===== src/rtl/leaf_stream_fifo.sv =====
// Single-clock valid/ready stream FIFO with registered occupancy.
// Outputs depend only on stored state, so no input reaches an output combinationally.
module leaf_stream_fifo #(
  parameter int WIDTH = 8,
  parameter int DEPTH = 4
) (
  input  logic                       clk,
  input  logic                       rst_n,
  input  logic                       in_valid,
  output logic                       in_ready,
  input  logic [WIDTH-1:0]           in_data,
  output logic                       out_valid,
  input  logic                       out_ready,
  output logic [WIDTH-1:0]           out_data,
  output logic [$clog2(DEPTH):0]     level,
  output logic                       full,
  output logic                       empty
);
  localparam int AW = $clog2(DEPTH);
  localparam int LW = AW + 1;

  logic [WIDTH-1:0] mem [DEPTH];
  logic [AW-1:0]    wr_ptr, rd_ptr;
  logic [LW-1:0]    cnt;
  logic             push, pop;

  assign full      = (cnt == LW'(DEPTH));
  assign empty     = (cnt == '0);
  assign in_ready  = !full;
  assign out_valid = !empty;
  assign level     = cnt;

  // A pop never frees space for a same-cycle push: in_ready comes from state only.
  assign push = in_valid && in_ready;
  assign pop  = out_valid && out_ready;

  // Zero the data bus while empty so stale storage is never exposed.
  assign out_data = empty ? '0 : mem[rd_ptr];

  always_ff @(posedge clk) begin
    if (!rst_n) begin
      wr_ptr <= '0;
      rd_ptr <= '0;
      cnt    <= '0;
    end else begin
      if (push) wr_ptr <= wr_ptr + 1'b1;
      if (pop)  rd_ptr <= rd_ptr + 1'b1;
      case ({push, pop})
        2'b10:   cnt <= cnt + 1'b1;
        2'b01:   cnt <= cnt - 1'b1;
        default: cnt <= cnt;
      endcase
    end
  end

  // Storage has no reset; writes are still blocked during a reset cycle.
  always_ff @(posedge clk) begin
    if (rst_n && push) mem[wr_ptr] <= in_data;
  end

endmodule


===== config.mk =====
export PLATFORM = sky130hd
export DESIGN_NAME = leaf_stream_fifo
export DESIGN_NICKNAME = d
export VERILOG_FILES = /design/src/rtl/leaf_stream_fifo.sv
export SDC_FILE = /design/constraint.sdc
export NUM_CORES = 1
export LEC_CHECK = 0
export ABC_CLOCK_PERIOD_IN_PS = 2200
export CAP_MARGIN = 20
export CORE_ASPECT_RATIO = 0.7
export CORE_MARGIN = 1.5
export CORE_UTILIZATION = 53
export DETAILED_ROUTE_END_ITERATION = 8
export PLACE_DENSITY = 0.78
export RECOVER_POWER = 50
export SLEW_MARGIN = 25
export SYNTH_ARGS = -nofsm -noshare
export SYNTH_HDL_FRONTEND = slang
export SYNTH_SLANG_ARGS = --single-unit

===== constraint.sdc =====
create_clock -name clk -period 2.2 [get_ports clk]
set_input_delay 0.55 -clock clk [delete_from_list [all_inputs] [get_ports clk]]
set_output_delay 0.55 -clock clk [all_outputs]
set_load 0.005 [all_outputs]

# Yosys cells after proc, flatten, opt, wreduce, memory -nomap -nowiden
# Memories as Yosys holds them, arrays and structs flattened. A register that Yosys moved wholly into a read port is not among the register bits.
# Cells that the tools add are included.
[totals]
elab_cells = 24
mem_count = 1
mem_bits_rw = 32
reg_bits = 7
[memory_table]
columns = ["name", "depth", "width", "rd", "rd_ports_with_merged_regs", "wr", "line", "text"]
rows = [
  ["mem", 4, 8, 1, 1, 1, "22", "logic [WIDTH-1:0] mem [DEPTH];"],
]
[op_classes]
n_mux = 6
eq_ne = 3
reduce_logical = 7
addsub = 4
[ops]
columns = ["cell", "n"]
rows = [
  ["$mux W8", 1],
  ["$pmux W3 S2", 1],
  ["$add A2 B1 Y2 const B", 2],
  ["$mux W2", 2],
  ["$add A3 B1 Y3 const B", 1],
  ["$eq A3 B3 Y1 const B", 1],
  ["$logic_and A1 B1 Y1", 3],
  ["$logic_not A3 Y1", 1],
  ["$sub A3 B1 Y3 const B", 1],
  ["$eq A2 B1 Y1 const B", 1],
  ["$eq A2 B2 Y1 const B", 1],
  ["$logic_not A1 Y1", 2],
  ["$mux W1", 2],
  ["$reduce_bool A2 Y1", 1],
]

# Longest topological paths before layout
[depth]
ltp_word = 6
ltp_mapped = 12
mapped_depth_nobuf = 11

# Least setup slack after synthesis
# OpenSTA, ideal clock, no wires.
[synth_path]
path_kind = "in2reg"
startpoint = "input in_valid"
endpoint = "register cnt[2] (netlist: level[2])"
path_buffers = 1
path_slack_ns = 0.147
cell_stages = 9
required_ns = 2.130
setup_ns = 0.070
arrival_ns = 1.983
path_cell_list = "nor2b_1 buf_4 inv_2 ha_1 inv_1 fa_1 xor2_1 or3_1 a21boi_1"
[synth_via]
elab_chain_len = 3
[synth_rtl]
columns = ["element", "line", "text"]
rows = [
  ["from (decl)", "9", "input logic in_valid,"],
  ["$logic_and A1 B1 Y1 *", "34", "assign push = in_valid && in_ready;"],
  ["$eq A2 B1 Y1 or $eq A2 B2 Y1 (tied branches)", "48", "case ({push, pop})"],
  ["$pmux W3 S2 or $reduce_bool A2 Y1 (tied branches)", "n/a", ""],
  ["to (signal assigned)", "49", "2'b10: cnt <= cnt + 1'b1;"],
  ["to (signal assigned)", "50", "2'b01: cnt <= cnt - 1'b1;"],
  ["to (signal assigned)", "51", "default: cnt <= cnt;"],
  ["to (decl)", "24", "logic [LW-1:0] cnt;"],
]
# Every way passes the cells marked *; elsewhere a longest branch is shown, timed or not.
# A chain may end at the register's enable or synchronous reset.

# Worst setup path after layout
[layout_path]
startpoint = "input out_ready"
endpoint = "register cnt[2] (netlist: level[2])"
[layout_via]
elab_chain_len = 3
[layout_rtl]
columns = ["element", "line", "text"]
rows = [
  ["from (decl)", "13", "input logic out_ready,"],
  ["$logic_and A1 B1 Y1 *", "35", "assign pop = out_valid && out_ready;"],
  ["$eq A2 B1 Y1 or $eq A2 B2 Y1 (tied branches)", "48", ""],
  ["$pmux W3 S2 or $reduce_bool A2 Y1 (tied branches)", "n/a", ""],
]
# Marked as above.

==> flow_metrics.tcl <==
set metrics [dict create \
    status "complete, no violations" \
    cts_buffers 5 \
    cap_violations 0 \
    drt_pass1_iterations 5 \
    clock_skew_ps 4.25 \
    ys_seq_area_share_pct 64.2 \
    root_buffer "clkbuf_8" \
    finalCriticalPeriod_ps 2190 \
    synth_nets 125 \
    yosys_warnings 0 \
    setup_viol 0 \
    crit_path_max_incr_delay_ps 500 \
    design_area_sq_um 2400 \
    avgRoutedWirePerCell_um 16.1 \
    ff2ff_path_depth 9 \
    hold_viol 0 \
    tns_ps 0 \
    tritoncts "done" \
    fp.dieH_um 51.4 \
    die_area_sq_um 3710 \
    crit_fanout 2 \
    arrival_ps 2410 \
    slew_violations 0 \
    holdBufCountCts 0 \
    cp.depth 8 \
    hpwl_um 2350 \
    path_clk_slew_ps 70 \
    ys_ff_latch 41 \
    clock-sinks 41 \
    route.vias.total 1053 \
    post-route-drc-count 0 \
    grt_pass1_vias 1087 \
    instances_no_fill 201 \
    track_usage_pct 19.7 \
    yosysUniqueCellTypes 26 \
    power_leakage_nw 0.915 \
    port_buffers 26 \
    syn_to_final_growth_pct 34.9 \
    path_cells "clkdlybuf4s50_1, nor2b_4, ha_4, inv_1, fa_1, xor2_1, or3_1, a21boi_2" \
    layout_setup_ws_ps 12.8 \
    dp_slack_ps -356 \
    rows 17 \
    critPathTopFamily "buffers and inverters" \
    cp-end-kind "flip-flop" \
    worst_pin_slew_ps 296 \
    syn-mean-instance-area_sq_um 16.6 \
    post-route-util_pct 75.6 \
    required_ps 2430 \
    min_path_cells 2 \
    n_antenna_cell 0 \
    die_w_um 72.2 \
    core_sq_um 3170 \
    antenna_found_initial 0 \
    layout-drive-gt1-share_pct 36.8 \
    dpl-instance-area_sq_um 2210 \
    htreeDepth 2 \
    dp_cells 186 \
    powerDensity_nw_per_um2 1220 \
    rsz0062_at_grt "true" \
    drt-total-wl_um 3240 \
    initialDrtViolationCount 61 \
    syn_inst 107 \
    synth_area_sq_um 1780 \
    grt_overflow 0 \
    vias_per_cell 5.24 \
    postRouteAntennaNets 0 \
    cts_buffer_depth 2 \
    initial_utilization_pct 56.1 \
    grt_max_degree 13 \
    worstSetupPathType "in -> reg" \
    crit_path_start_kind "primary input" \
    final.period_utilization_pct 99.4 \
    vdd_drop_max_mv 0.688 \
    place_congestion 0.736 \
    max_freq_mhz 457 \
    nNetsFinal 180 \
    path_buf_inv 2 \
    clk_latency_ps 290 \
    relSlewSlack_pct 80.3 \
    grt_pass1_wl_um 5200 \
    hold_class "reg -> reg" \
    crit_slowest_cell "clkdlybuf4s50_1" \
    io-pin-count 27 \
]
cells in the mapped netlist:
cell / number / area [sq um]
nand3_2: 1 / 10.0
clkbuf_1: 1 / 3.75
inv_2: 4 / 15.0
and3_1: 4 / 25.0
buf_6: 1 / 11.3
a21boi_1: 2 / 15.0
xor2_1: 1 / 8.76
nor2b_1: 2 / 12.5
buf_4: 2 / 15.0
nand4bb_1: 1 / 11.3
nand2_1: 7 / 26.3
inv_1: 4 / 15.0
nor2b_4: 8 / 110
edfxtp_1: 32 / 961
mux2i_1: 2 / 20.0
o21ai_1: 2 / 10.0
dfxtp_1: 9 / 180
ha_1: 5 / 62.6
clkbuf_2: 1 / 5.00
xnor2_1: 1 / 8.76
mux4_2: 8 / 180
nor3_2: 1 / 10.0
and2_1: 2 / 12.5
o21ai_0: 3 / 15.0
fa_1: 1 / 20.0
or3_1: 2 / 12.5
layer usage:
layer	share of wire, %	global-route usage, %
met1	43	23.3
met2	52	33.5
met3	3.6	4.93
met4	1.9	10.4
met5	0	0
state kept, by name, summed over array words and instances, names as in the netlist, named ones only:
register,count
rd_ptr,2
level,3
wr_ptr,2
mem,32
through the flow:
| step | power, mW | hold WS (ps) |
|---|---|---|
| global route | 3.08 | 504 |
| global placement | 2.13 | 469 |
| finish | 2.94 | 482 |
| detailed placement | 2.16 | 485 |
| floorplan | 1.62 | 456 |
| CTS | 2.86 | 489 |
what timing repair did:
item	CTS	global route
pin swaps	0	1
endpoints found under the setup margin	10	9
gates cloned	0	0
resized for setup	27	9
endpoints found under the hold margin	0	0
buffers inserted	5	2
layout by cell type, fill, tap and decap left out, types with 2 or more instances in the layout:
master | netlist | final
and2_1 | 2 | 2
and3_1 | 4 | 4
buf_12 | 0 | 2
buf_2 | 0 | 3
buf_4 | 2 | 17
buf_6 | 1 | 5
clkbuf_1 | 1 | 5
clkbuf_8 | 0 | 5
clkdlybuf4s15_1 | 0 | 3
clkdlybuf4s50_1 | 0 | 9
dfxtp_1 | 9 | 8
dlygate4sd3_1 | 0 | 9
edfxtp_1 | 32 | 32
ha_1 | 5 | 4
inv_1 | 4 | 4
inv_2 | 4 | 4
mux2i_1 | 2 | 2
mux4_2 | 8 | 8
nand2_1 | 7 | 7
nor2b_4 | 8 | 9
o21ai_0 | 3 | 3
o21ai_1 | 2 | 2
or3_1 | 2 | 2
worst paths after layout:
kind	startpoint	end	slack (ps)
worst max register to register	level[0]	level[2]	150
worst min register to register	rd_ptr[0]	flip-flop	480
worst max-delay path	out_ready	level[2]	10
worst min-delay path	rd_ptr[0]	flip-flop	480
layout make-up:
cell class | instances | area [sq um]
clock buffer | 6 | 72.6
clock inverter | 2 | 33.8
fill | 192 | 773
inverter | 8 | 30.0
multi-input combinational | 53 | 601
sequential | 41 | 1140
tap | 38 | 47.5
timing repair buffer | 53 | 469
cell families (layout without fill, tap and decap cells):
group                      count (synthesis)  count (layout)  synth area share (%)
DFF                                       41              41                  64.2
and+or+nand+nor                           28              28                  13.0
buffers and inverters                     13              69                  3.66
muxes                                     10              10                  11.3
AOI/OAI and AO/OA                          7               7                  2.25
adders and majority gates                  6               6                  4.65
xor gates and xnor gates                   2               2                 0.986
worst reg2reg max path, delay by kind of cell (launching register included):
kind,cells,cell delay (ps)
compound gates,1,130
xor+xnor,1,160
simple gates,3,540
fa+ha+maj,2,510
buf+inv,2,200
flops,1,450
where the power goes:
part	switching, mW	internal, mW	total (mW)
sequential	0.0717	0.920	0.992
clock	0.242	0.335	0.577
combinational	0.540	0.826	1.37
No activity file was read; power rests on OpenSTA's default activity.
